### config.mk
export PLATFORM = sky130hd
export DESIGN_NAME = vscale_sys_uart
export DESIGN_NICKNAME = d
export VERILOG_FILES = /design/src/rtl/vscale_sys_uart.sv
export SDC_FILE = /design/constraint.sdc
export NUM_CORES = 1
export LEC_CHECK = 0
export ABC_CLOCK_PERIOD_IN_PS = 3300
export BUFFER_PORTS_ARGS = -buffer_cell sky130_fd_sc_hd__clkbuf_2
export CAP_MARGIN = 20
export CORE_UTILIZATION = 55
export DETAILED_ROUTE_END_ITERATION = 10
export PLACE_DENSITY = 0.78
export SETUP_SLACK_MARGIN = 0.02
export SLEW_MARGIN = 10
export SYNTH_ARGS = -nofsm -noshare
export SYNTH_HDL_FRONTEND = slang
export SYNTH_SLANG_ARGS = --single-unit
### constraint.sdc
create_clock -name clk -period 3.3 [get_ports clk]
set_input_delay 0.165 -clock clk [delete_from_list [all_inputs] [get_ports clk]]
set_output_delay 0.165 -clock clk [all_outputs]
set_load 0.01 [all_outputs]
### src/rtl/vscale_sys_uart.sv
// System-bus UART: memory-mapped TX FIFO, shifter and baud divisor.
// The receiver is built only when VSCALE_UART_RX_EN is defined.
`ifndef HASTI_ADDR_WIDTH
`define HASTI_ADDR_WIDTH 32
`endif
`ifndef HASTI_SIZE_WIDTH
`define HASTI_SIZE_WIDTH 3
`endif
`ifndef HASTI_BUS_WIDTH
`define HASTI_BUS_WIDTH 32
`endif

module vscale_sys_uart #(
  parameter int unsigned FIFO_DEPTH = 8,
  parameter logic [15:0] DIV_RESET  = 16'd867
) (
  input  logic                         clk,
  input  logic                         reset,
  input  logic                         ss_sel,
  input  logic                         ss_read,
  input  logic                         ss_write,
  input  logic [`HASTI_ADDR_WIDTH-1:0] ss_addr,
  input  logic [`HASTI_SIZE_WIDTH-1:0] ss_size,
  input  logic [`HASTI_BUS_WIDTH-1:0]  ss_wdata,
  output logic [`HASTI_BUS_WIDTH-1:0]  ss_rdata,
  output logic                         ss_ready,
  output logic                         ss_resp,
  output logic                         txd,
  input  logic                         rxd,
  output logic                         irq
);

  localparam int unsigned AW = $clog2(FIFO_DEPTH);
  localparam int unsigned PW = AW + 1;
  localparam int unsigned BW = `HASTI_BUS_WIDTH;
  localparam logic [1:0] A_TX = 2'd0, A_RX = 2'd1, A_ST = 2'd2, A_DIV = 2'd3;

  typedef enum logic [1:0] {TX_IDLE, TX_START, TX_DATA, TX_STOP} tx_state_t;

  logic          dp_valid, dp_write;
  logic [1:0]    dp_addr;
  logic [15:0]   div;
  logic          irq_en_rx;
  logic [7:0]    fifo [FIFO_DEPTH];
  logic [PW-1:0] wr_ptr, rd_ptr;
  logic          fifo_empty, fifo_full, push, pop;
  logic          tx_wr, div_wr, rx_rd, accept, tx_empty;
  logic          rx_valid, rx_ferr;
  logic [7:0]    rx_byte;

  tx_state_t     tx_state, tx_state_nxt;
  logic [7:0]    tx_shift, tx_shift_nxt;
  logic [2:0]    tx_bit, tx_bit_nxt;
  logic [15:0]   tx_cnt, tx_cnt_nxt, tx_div, tx_div_nxt;
  logic          txd_nxt, tx_bit_done;

  assign fifo_empty = (wr_ptr == rd_ptr);
  assign fifo_full  = (wr_ptr[AW-1:0] == rd_ptr[AW-1:0]) && (wr_ptr[AW] != rd_ptr[AW]);

  // Data-phase decode; a TXDATA write into a full FIFO waits unless a pop frees a slot this cycle.
  assign tx_wr    = dp_valid && dp_write && (dp_addr == A_TX);
  assign div_wr   = dp_valid && dp_write && (dp_addr == A_DIV);
  assign rx_rd    = dp_valid && !dp_write && (dp_addr == A_RX) && rx_valid;
  assign push     = tx_wr && (!fifo_full || pop);
  assign ss_ready = !(tx_wr && fifo_full && !pop);
  assign ss_resp  = 1'b0;
  assign accept   = ss_sel && (ss_read || ss_write) && ss_ready;
  assign tx_empty = fifo_empty && (tx_state == TX_IDLE);
  assign irq      = tx_empty || (irq_en_rx && rx_valid);

  always_comb begin
    ss_rdata = '0;
    if (dp_valid && !dp_write) begin
      unique case (dp_addr)
        A_RX:    ss_rdata = BW'({~rx_valid, 23'b0, rx_byte});
        A_ST:    ss_rdata = BW'({irq_en_rx, rx_ferr, rx_valid, tx_empty, fifo_full});
        A_DIV:   ss_rdata = BW'({irq_en_rx, div});
        default: ss_rdata = '0;
      endcase
    end
  end

  // Bus phase tracking, control registers and FIFO pointers.
  always_ff @(posedge clk or posedge reset) begin
    if (reset) begin
      dp_valid  <= 1'b0;
      dp_write  <= 1'b0;
      dp_addr   <= '0;
      div       <= DIV_RESET;
      irq_en_rx <= 1'b0;
      wr_ptr    <= '0;
      rd_ptr    <= '0;
    end else begin
      if (ss_ready) begin
        dp_valid <= accept;
        dp_write <= ss_write;
        dp_addr  <= ss_addr[3:2];
      end
      if (div_wr) begin
        div       <= ss_wdata[15:0];
        irq_en_rx <= ss_wdata[16];
      end
      if (push) wr_ptr <= wr_ptr + PW'(1);
      if (pop)  rd_ptr <= rd_ptr + PW'(1);
    end
  end

  always_ff @(posedge clk) begin
    if (push) fifo[wr_ptr[AW-1:0]] <= ss_wdata[7:0];
  end

  assign tx_bit_done = (tx_cnt == tx_div);

  // TX next state; the divisor is latched per frame so DIV writes apply at the next start bit.
  always_comb begin
    tx_state_nxt = tx_state;
    tx_shift_nxt = tx_shift;
    tx_bit_nxt   = tx_bit;
    tx_cnt_nxt   = tx_cnt + 16'd1;
    tx_div_nxt   = tx_div;
    txd_nxt      = txd;
    pop          = 1'b0;
    unique case (tx_state)
      TX_IDLE: begin
        tx_cnt_nxt = '0;
        if (!fifo_empty) begin
          pop          = 1'b1;
          tx_state_nxt = TX_START;
          tx_shift_nxt = fifo[rd_ptr[AW-1:0]];
          tx_div_nxt   = div;
          txd_nxt      = 1'b0;
        end
      end
      TX_START: begin
        if (tx_bit_done) begin
          tx_cnt_nxt   = '0;
          tx_bit_nxt   = '0;
          tx_state_nxt = TX_DATA;
          txd_nxt      = tx_shift[0];
        end
      end
      TX_DATA: begin
        if (tx_bit_done) begin
          tx_cnt_nxt   = '0;
          tx_bit_nxt   = tx_bit + 3'd1;
          tx_shift_nxt = {1'b0, tx_shift[7:1]};
          txd_nxt      = tx_shift[1];
          if (tx_bit == 3'd7) begin
            tx_state_nxt = TX_STOP;
            txd_nxt      = 1'b1;
          end
        end
      end
      TX_STOP: begin
        if (tx_bit_done) begin
          tx_cnt_nxt   = '0;
          tx_state_nxt = TX_IDLE;
          if (!fifo_empty) begin
            pop          = 1'b1;
            tx_state_nxt = TX_START;
            tx_shift_nxt = fifo[rd_ptr[AW-1:0]];
            tx_div_nxt   = div;
            txd_nxt      = 1'b0;
          end
        end
      end
      default: tx_state_nxt = TX_IDLE;
    endcase
  end

  always_ff @(posedge clk or posedge reset) begin
    if (reset) begin
      tx_state <= TX_IDLE;
      tx_shift <= '0;
      tx_bit   <= '0;
      tx_cnt   <= '0;
      tx_div   <= '0;
      txd      <= 1'b1;
    end else begin
      tx_state <= tx_state_nxt;
      tx_shift <= tx_shift_nxt;
      tx_bit   <= tx_bit_nxt;
      tx_cnt   <= tx_cnt_nxt;
      tx_div   <= tx_div_nxt;
      txd      <= txd_nxt;
    end
  end

`ifdef VSCALE_UART_RX_EN
  typedef enum logic [1:0] {RX_IDLE, RX_START, RX_DATA, RX_STOP} rx_state_t;

  rx_state_t   rx_state, rx_state_nxt;
  logic        rx_s1, rx_s2, rx_prev, rx_done;
  logic [15:0] rx_cnt, rx_cnt_nxt, rx_div, rx_div_nxt, rx_half;
  logic [7:0]  rx_shift, rx_shift_nxt;
  logic [2:0]  rx_bit, rx_bit_nxt;

  assign rx_half = 16'((17'(rx_div) + 17'd1) >> 1);

  // Falling-edge start detect counts as cycle 0 of the start bit; sampling then lands mid-bit.
  always_comb begin
    rx_state_nxt = rx_state;
    rx_cnt_nxt   = rx_cnt + 16'd1;
    rx_div_nxt   = rx_div;
    rx_shift_nxt = rx_shift;
    rx_bit_nxt   = rx_bit;
    rx_done      = 1'b0;
    unique case (rx_state)
      RX_IDLE: begin
        rx_cnt_nxt = '0;
        rx_bit_nxt = '0;
        if (rx_prev && !rx_s2) begin
          rx_div_nxt = div;
          if (div == 16'd0) begin
            rx_state_nxt = RX_DATA;
          end else begin
            rx_state_nxt = RX_START;
            rx_cnt_nxt   = 16'd1;
          end
        end
      end
      RX_START: begin
        if (rx_cnt == rx_half) begin
          rx_cnt_nxt   = '0;
          rx_state_nxt = rx_s2 ? RX_IDLE : RX_DATA;
        end
      end
      RX_DATA: begin
        if (rx_cnt == rx_div) begin
          rx_cnt_nxt   = '0;
          rx_shift_nxt = {rx_s2, rx_shift[7:1]};
          rx_bit_nxt   = rx_bit + 3'd1;
          if (rx_bit == 3'd7) rx_state_nxt = RX_STOP;
        end
      end
      RX_STOP: begin
        if (rx_cnt == rx_div) begin
          rx_done      = 1'b1;
          rx_state_nxt = RX_IDLE;
        end
      end
      default: rx_state_nxt = RX_IDLE;
    endcase
  end

  always_ff @(posedge clk or posedge reset) begin
    if (reset) begin
      rx_s1    <= 1'b1;
      rx_s2    <= 1'b1;
      rx_prev  <= 1'b1;
      rx_state <= RX_IDLE;
      rx_cnt   <= '0;
      rx_div   <= '0;
      rx_shift <= '0;
      rx_bit   <= '0;
      rx_byte  <= '0;
      rx_valid <= 1'b0;
      rx_ferr  <= 1'b0;
    end else begin
      rx_s1    <= rxd;
      rx_s2    <= rx_s1;
      rx_prev  <= rx_s2;
      rx_state <= rx_state_nxt;
      rx_cnt   <= rx_cnt_nxt;
      rx_div   <= rx_div_nxt;
      rx_shift <= rx_shift_nxt;
      rx_bit   <= rx_bit_nxt;
      if (rx_done) begin
        rx_byte  <= rx_shift;
        rx_valid <= 1'b1;
        rx_ferr  <= !rx_s2;
      end else if (rx_rd) begin
        rx_valid <= 1'b0;
        rx_ferr  <= 1'b0;
      end
    end
  end

  logic unused_rx;
  assign unused_rx = 1'b0;
`else
  assign rx_valid = 1'b0;
  assign rx_ferr  = 1'b0;
  assign rx_byte  = '0;

  logic unused_rx;
  assign unused_rx = ^{rxd, rx_rd};
`endif

  logic unused_bus;
  assign unused_bus = ^{ss_size, ss_addr[`HASTI_ADDR_WIDTH-1:4], ss_addr[1:0],
                        ss_wdata[`HASTI_BUS_WIDTH-1:17], unused_rx};

endmodule

==> results of run 1 <==
state kept, by name, indices dropped and copies added (netlist names):
name       count
dp_addr        2
fifo          64
tx_cnt        16
dp_valid       1
dp_write       1
tx_div        16
rd_ptr         4
irq_en_rx      1
div           16
wr_ptr         4
tx_state       2
tx_bit         3
txd            1
tx_shift       8
worst max path at each step:
stage / startpoint / to / slack, ps / cells past startpoint
after global placement: tx_cnt[0]$_DFF_PP0_ / fifo[1][7]$_DFFE_PP_ / 860 / 7
after CTS: tx_cnt[0]$_DFF_PP0_ / ss_ready / 630 / 7
after global routing: tx_cnt[0]$_DFF_PP0_ / ss_ready / 480 / 7
after detailed placement: wr_ptr[1]$_DFFE_PP0P_ / fifo[4][3]$_DFFE_PP_ / 830 / 7
after floorplan: tx_cnt[0]$_DFF_PP0_ / fifo[1][0]$_DFFE_PP_ / 580 / 6
final: tx_cnt[0]$_DFF_PP0_ / ss_ready / 660 / 7
cell usage after synthesis (8+ instances only):
cell	instances	area, µm²
mux2i_1	10	100
o21ai_0	18	90.1
nor3_1	8	40.0
ha_1	11	138
mux2_2	35	394
inv_1	11	41.3
nor2_1	28	105
a21oi_1	9	45.0
clkbuf_1	8	30.0
mux4_2	16	360
and2_1	18	113
buf_4	17	128
nand2_1	19	71.3
xnor2_1	22	193
nand3_1	9	45.0
dfrtp_1	68	1700
edfxtp_1	64	1920
xor2_1	13	114
worst max-delay path, delay by kind of cell, from the launching register on:
kind	cells	cell delay, ps
flip-flops	1	460
AO/OA/AOI/OAI	2	380
XOR/XNOR	1	230
AND/OR/NAND/NOR	2	580
buffers and inverters	2	400
cell families (layout without fill, tap and decap cells):
| group | Yosys count | after routing |
|---|---|---|
| other | 1 | 15 |
| adder cells (fa/ha/maj) | 11 | 11 |
| multiplexers | 68 | 68 |
| buffers and inverters | 41 | 113 |
| AND/OR/NAND/NOR | 116 | 116 |
| flip-flops | 139 | 139 |
| XOR/XNOR | 35 | 35 |
| AO/OA/AOI/OAI | 38 | 38 |
where the power goes:
part	switching, W	leakage [nW]	internal, W
logic	0.00100	1.23	0.00105
clock network	0.000719	0.300	0.00127
registers	0.000280	1.49	0.00216
routing by layer:
layer | wire length [µm] | vias to the layer above | part of all wire
li1 | - | 1733 | -
met3 | 663 | 11 | 0.055
met2 | 6070 | 131 | 0.50
met1 | 5210 | 1846 | 0.43
met4 | 151 | 0 | 0.012
met5 | 0 | - | 0
cell usage in the layout (no fill, tap or decap), drive strengths merged, types with 10 or more instances in the layout:
| cell type | Yosys | layout |
|---|---|---|
| mux2 | 42 | 42 |
| o21ai | 21 | 21 |
| clkbuf | 8 | 62 |
| mux4 | 16 | 16 |
| dlygate4sd3 | 0 | 12 |
| buf | 22 | 14 |
| and2 | 19 | 19 |
| mux2i | 10 | 10 |
| nand2 | 19 | 19 |
| edfxtp | 64 | 64 |
| dfrtp | 68 | 68 |
| xnor2 | 22 | 22 |
| xor2 | 13 | 13 |
| ha | 11 | 11 |
| nor2 | 28 | 28 |
| conb | 1 | 15 |
| inv | 11 | 14 |
area by class of cell:
cell class,instances,area share
repair buffers,70,0.0601
flip-flops and latches,139,0.513
multi-input cells,283,0.313
clock inverters,14,0.0260
inverters,11,0.00557
well taps,140,0.0236
clock buffers,18,0.0579
stage by stage:
step	hold slack [ps]	cells	power, W	utilization	area [µm²]
after detailed placement	169	631	0.00448	0.605	6670
after CTS	3.45	675	0.00651	0.672	7410
after global placement	166	631	0.00439	0.605	6670
final	9.15	675	0.00648	0.672	7410
after global routing	1.33	675	0.00681	0.672	7410
after floorplan	264	463	0.00411	-	6370
what timing repair did:
item	in CTS	in global routing
resized for setup	0	0
hold endpoints to repair	28	0
hold buffers	12	0
==> impl_metrics.ini, run 1 <==
[run_status]
outcome = complete, no violations

[floorplan]
dieArea_mm2 = 0.0119
die_y_um = 109
die_x_um = 109
io_pins = 109
start_util = 0.572
core_mm2 = 0.0110
row_count = 38

[setup_path]
cp-start-kind = flop
crit_fanout = 9
worstRegToRegCells = 7
r2r_slack_ps = 720
r2r-start = wr_ptr[1]$_DFFE_PP0P_
cp_slowest_cell = dfrtp_1
r2r-end = fifo[4][4]$_DFFE_PP_
slowest_delay_ps = 460
worstPathArrival_ps = 2480
crit_type = flop to output port
path_cells = xnor2_1 > nand4_1 > nor4_4 > buf_4 > a21oi_1 > o21ai_2 > clkbuf_2
end_kind = output port
cp_data_required_time_ps = 3130

[global_route]
grt-ovfl-total = 0
grtUsageMet3 = 0.0663
use_met2 = 0.367
grt_busiest_layer = met2
grt_pass1_vias = 3737
global_route.usage.met1 = 0.298
grt_max_degree = 58
grt_util_all_layers = 0.229
antenna_found_initial = 0
grt_pass1_wl_mm = 19.4

[synthesis]
muxShareOfSynthArea = 0.152
postSynthCellCount = 449
async_reset_ff_frac = 0.540
syn_area_per_cell_um2 = 14.1
synth_compound_area_frac = 0.0371
synth-main-ff-cell = dfrtp_1
synth_enable_flop_cells = 64
ys_warn_count = 0
netlist_area_mm2 = 0.00631
synth_top_family_by_area = multiplexers
synth-seq-area-share = 0.603
ys_types = 48
synthSimpleGateAreaFrac = 0.0997
synthXorXnorAreaFrac = 0.0486
ys_seq_elements = 139
synth_fa_ha_area_frac = 0.0218

[route]
post_drt_via_cell_ratio = 5.51
via_count = 3721
wirelength_mm = 12.1
first_pass_iters = 4
drc = 0
ant_nets = 0
wl_per_cell_um = 17.9
drtIter0Drc = 252

[layout]
multi_input_area_mm2 = 0.00232
drive_above_1_share = 0.308
fillerInstances = 760
area_delta_synth_final_pct = 17.4
num_antenna_cells = 0
fin_nets = 606
final-seq-area_mm2 = 0.00381

[power]
power.density_mw_per_mm2 = 873
vdd.ir_drop.worst_mv = 0.652
p_leak_nw = 3.02

[sta]
finalHoldViolCount = 0
post-route-period-util = 0.801
drv_slew = 0
clock_skew_ps = 9.54
fin_ws_ps = 657
setup_viol = 0
rsz0062_at_grt = no
timing.fmax_mhz = 378
slew_headroom = 0.409
min_period_ps = 2640
tightest_slew_ps = 886
setup_tns_ps = 0

[place]
hpwl_mm = 7.83
port_buffers = 44
gp_congestion = 0.792
post-place-ws_ps = 829

[clock_tree]
numCtsBuffers = 17
path_clk_slew_ps = 60
cts_tree = done
post-cts-setup-buffers = 0
ctsLongestPathBuffers = 2
htreeDepth = 4
insertion_delay_ps = 410
cts.sinks = 139
cts_root_buf = clkbuf_16

[job]
maxCapViolCount = 0

[worst_hold_path]
hold_path_class = input pin to flop
min_from = ss_read
hold_path_end = dp_valid$_DFFE_PP0P_
holdPathStages = 3
Power figures use the tool's default switching activity.
==> run 2: changes to the inputs <==
--- a/config.mk
+++ b/config.mk
@@ -5,12 +5,12 @@
 export SDC_FILE = /design/constraint.sdc
 export NUM_CORES = 1
 export LEC_CHECK = 0
-export ABC_CLOCK_PERIOD_IN_PS = 3300
+export ABC_CLOCK_PERIOD_IN_PS = 2400
 export BUFFER_PORTS_ARGS = -buffer_cell sky130_fd_sc_hd__clkbuf_2
 export CAP_MARGIN = 20
-export CORE_UTILIZATION = 55
+export CORE_UTILIZATION = 51
 export DETAILED_ROUTE_END_ITERATION = 10
-export PLACE_DENSITY = 0.78
+export PLACE_DENSITY = 0.77
 export SETUP_SLACK_MARGIN = 0.02
 export SLEW_MARGIN = 10
 export SYNTH_ARGS = -nofsm -noshare
==> constraint.sdc (replaced) <==
create_clock -name clk -period 2.4 [get_ports clk]
set_input_delay 0.12 -clock clk [delete_from_list [all_inputs] [get_ports clk]]
set_output_delay 0.12 -clock clk [all_outputs]
set_load 0.01 [all_outputs]
==> run 2 against run 1 <==
Compared with the run above: the flow now finishes with violations (negative setup slack); cell count increased by 7.6%; total power increased by 36%; worst hold slack got worse by 7.7 ps; clock skew decreased by 0.86 ps; critical path type is now flop to flop; largest cell class unchanged; largest power group unchanged.
==> impl_metrics.ini, run 2 (synthesized netlist as in run 1, its figures left out) <==
[floorplan]
core_mm2 = 0.0121
die_y_um = 113
io_pins = 109
start_util = 0.523
row_count = 40
die_x_um = 113
dieArea_mm2 = 0.0128

[clock_tree]
cts_root_buf = clkbuf_16
htreeDepth = 4
ctsLongestPathBuffers = 2
numCtsBuffers = 17
cts_tree = done
cts.sinks = 139
path_clk_slew_ps = 60
insertion_delay_ps = 420

[layout]
num_antenna_cells = 0
drive_above_1_share = 0.353
fin_nets = 629
most-common-layout-cells = dfrtp_1, edfxtp_1, clkbuf_2, mux2_2, buf_4
finalNonFillerCells = 726
final_common_cell = dfrtp_1
largest_reg_flops = 64
area_delta_synth_final_pct = 21.1

[route]
first_pass_iters = 5
via_count = 3846
wirelength_mm = 12.2
drc = 0
ant_nets = 0
wl_per_cell_um = 16.9
post_drt_via_cell_ratio = 5.30
drtIter0Drc = 312

[setup_path]
worstRegToRegCells = 7
worstPathArrival_ps = 2530
cp-start-kind = flop
end_kind = flop
crit_fanout = 4
cp_data_required_time_ps = 2530
crit_type = flop to flop

[sta]
min_period_ps = 2400
clock_skew_ps = 8.69
tightest_slew_ps = 957
finalHoldViolCount = 0
fin_ws_ps = -3.36
drv_slew = 0
setup_viol = 1
timing.fmax_mhz = 416
slew_headroom = 0.362
post-route-period-util = 1.00
rsz0062_at_grt = yes

[place]
post-place-ws_ps = -51.6
port_buffers = 44
place_inst = 677
gp_congestion = 0.809
hpwl_mm = 7.98

[global_route]
grt_pass1_wl_mm = 20.0
grt_pass1_vias = 4011
antenna_found_initial = 0
grt-ovfl-total = 0
grt_util_all_layers = 0.208
grt_max_degree = 31

[power]
power.density_mw_per_mm2 = 1150
p_leak_nw = 3.14
vdd.ir_drop.worst_mv = 0.632

[job]
maxCapViolCount = 0

[run_status]
outcome = finished with violations
violations = negative setup slack

[worst_hold_path]
hold_path_class = input pin to flop
holdPathStages = 1
==> run 2: changes by cell type in the layout (fill, tap and decap cells not counted), sizes merged <==
cell and delta:
clkinv -3, bufinv -3, dlygate4sd3 +3, buf +20, clkbuf +4, inv +2
==> run 2: metrics by stage <==
step / power [W] / TNS [ps] / hold slack, ps / cell area [µm²] / utilization
after floorplan: 0.00566 / -5120 / 219 / 6380 / -
after global placement: 0.00617 / -627 / 130 / 6860 / 0.569
after detailed placement: 0.00628 / -654 / 139 / 6860 / 0.569
after CTS: 0.00879 / 0 / 1.93 / 7600 / 0.630
after global routing: 0.00926 / -2000 / 4.48 / 7650 / 0.634
final: 0.00880 / -3.36 / 1.49 / 7650 / 0.634
==> run 2: worst paths after layout <==
kind                                            to  slack (ps)               startpoint
min in group asynchronous     dp_valid$_DFFE_PP0P_         260                    reset
min reg2reg                tx_shift[7]$_DFFE_PP0P_         480  tx_shift[7]$_DFFE_PP0P_
max in group asynchronous       div[8]$_DFFE_PP1P_        1360                    reset
max                           fifo[1][1]$_DFFE_PP_          -3    tx_div[0]$_DFFE_PP0P_
max reg2reg                   fifo[1][1]$_DFFE_PP_          -3    tx_div[0]$_DFFE_PP0P_
min                           fifo[0][6]$_DFFE_PP_           1              ss_wdata[6]
==> run 2: layout make-up <==
cell class | count | area [µm²]
fill | 884 | 4410
sequential | 139 | 3810
multi-input combinational | 283 | 2400
timing repair buffer | 93 | 641
clock buffer | 22 | 458
tap | 168 | 210
clock inverter | 10 | 91.3
inverter | 11 | 41.3
==> run 2: where the power goes <==
part,internal (W),switching [W],total (W)
combinational,0.00157,0.00148,0.00305
sequential,0.00297,0.000327,0.00329
clock,0.00147,0.000983,0.00245
total,0.00601,0.00279,0.00880
==> run 2: repair_timing <==
item,in CTS,in global routing
hold buffers,15,0
setup buffers,2,0
gates resized for setup,7,11
pin swaps,3,6
endpoints found under the hold margin,31,0
endpoints found under the setup margin,73,64
==> run 2: worst max-delay path, stage by stage (launching register included) <==
cell     delay, ps
dfrtp_1        410
xnor2_2        210
nand4_1        150
nor4_4         390
a32oi_2        220
or2_4          310
nor3_4         260
buf_6          160
==> run 2: metal layers <==
layer,vias to the layer above,global-route usage,routed length [µm]
met2,106,0.343,6120
met3,17,0.0498,566
met5,-,0,0
li1,1783,-,-
met4,0,0.0746,173
met1,1940,0.272,5380
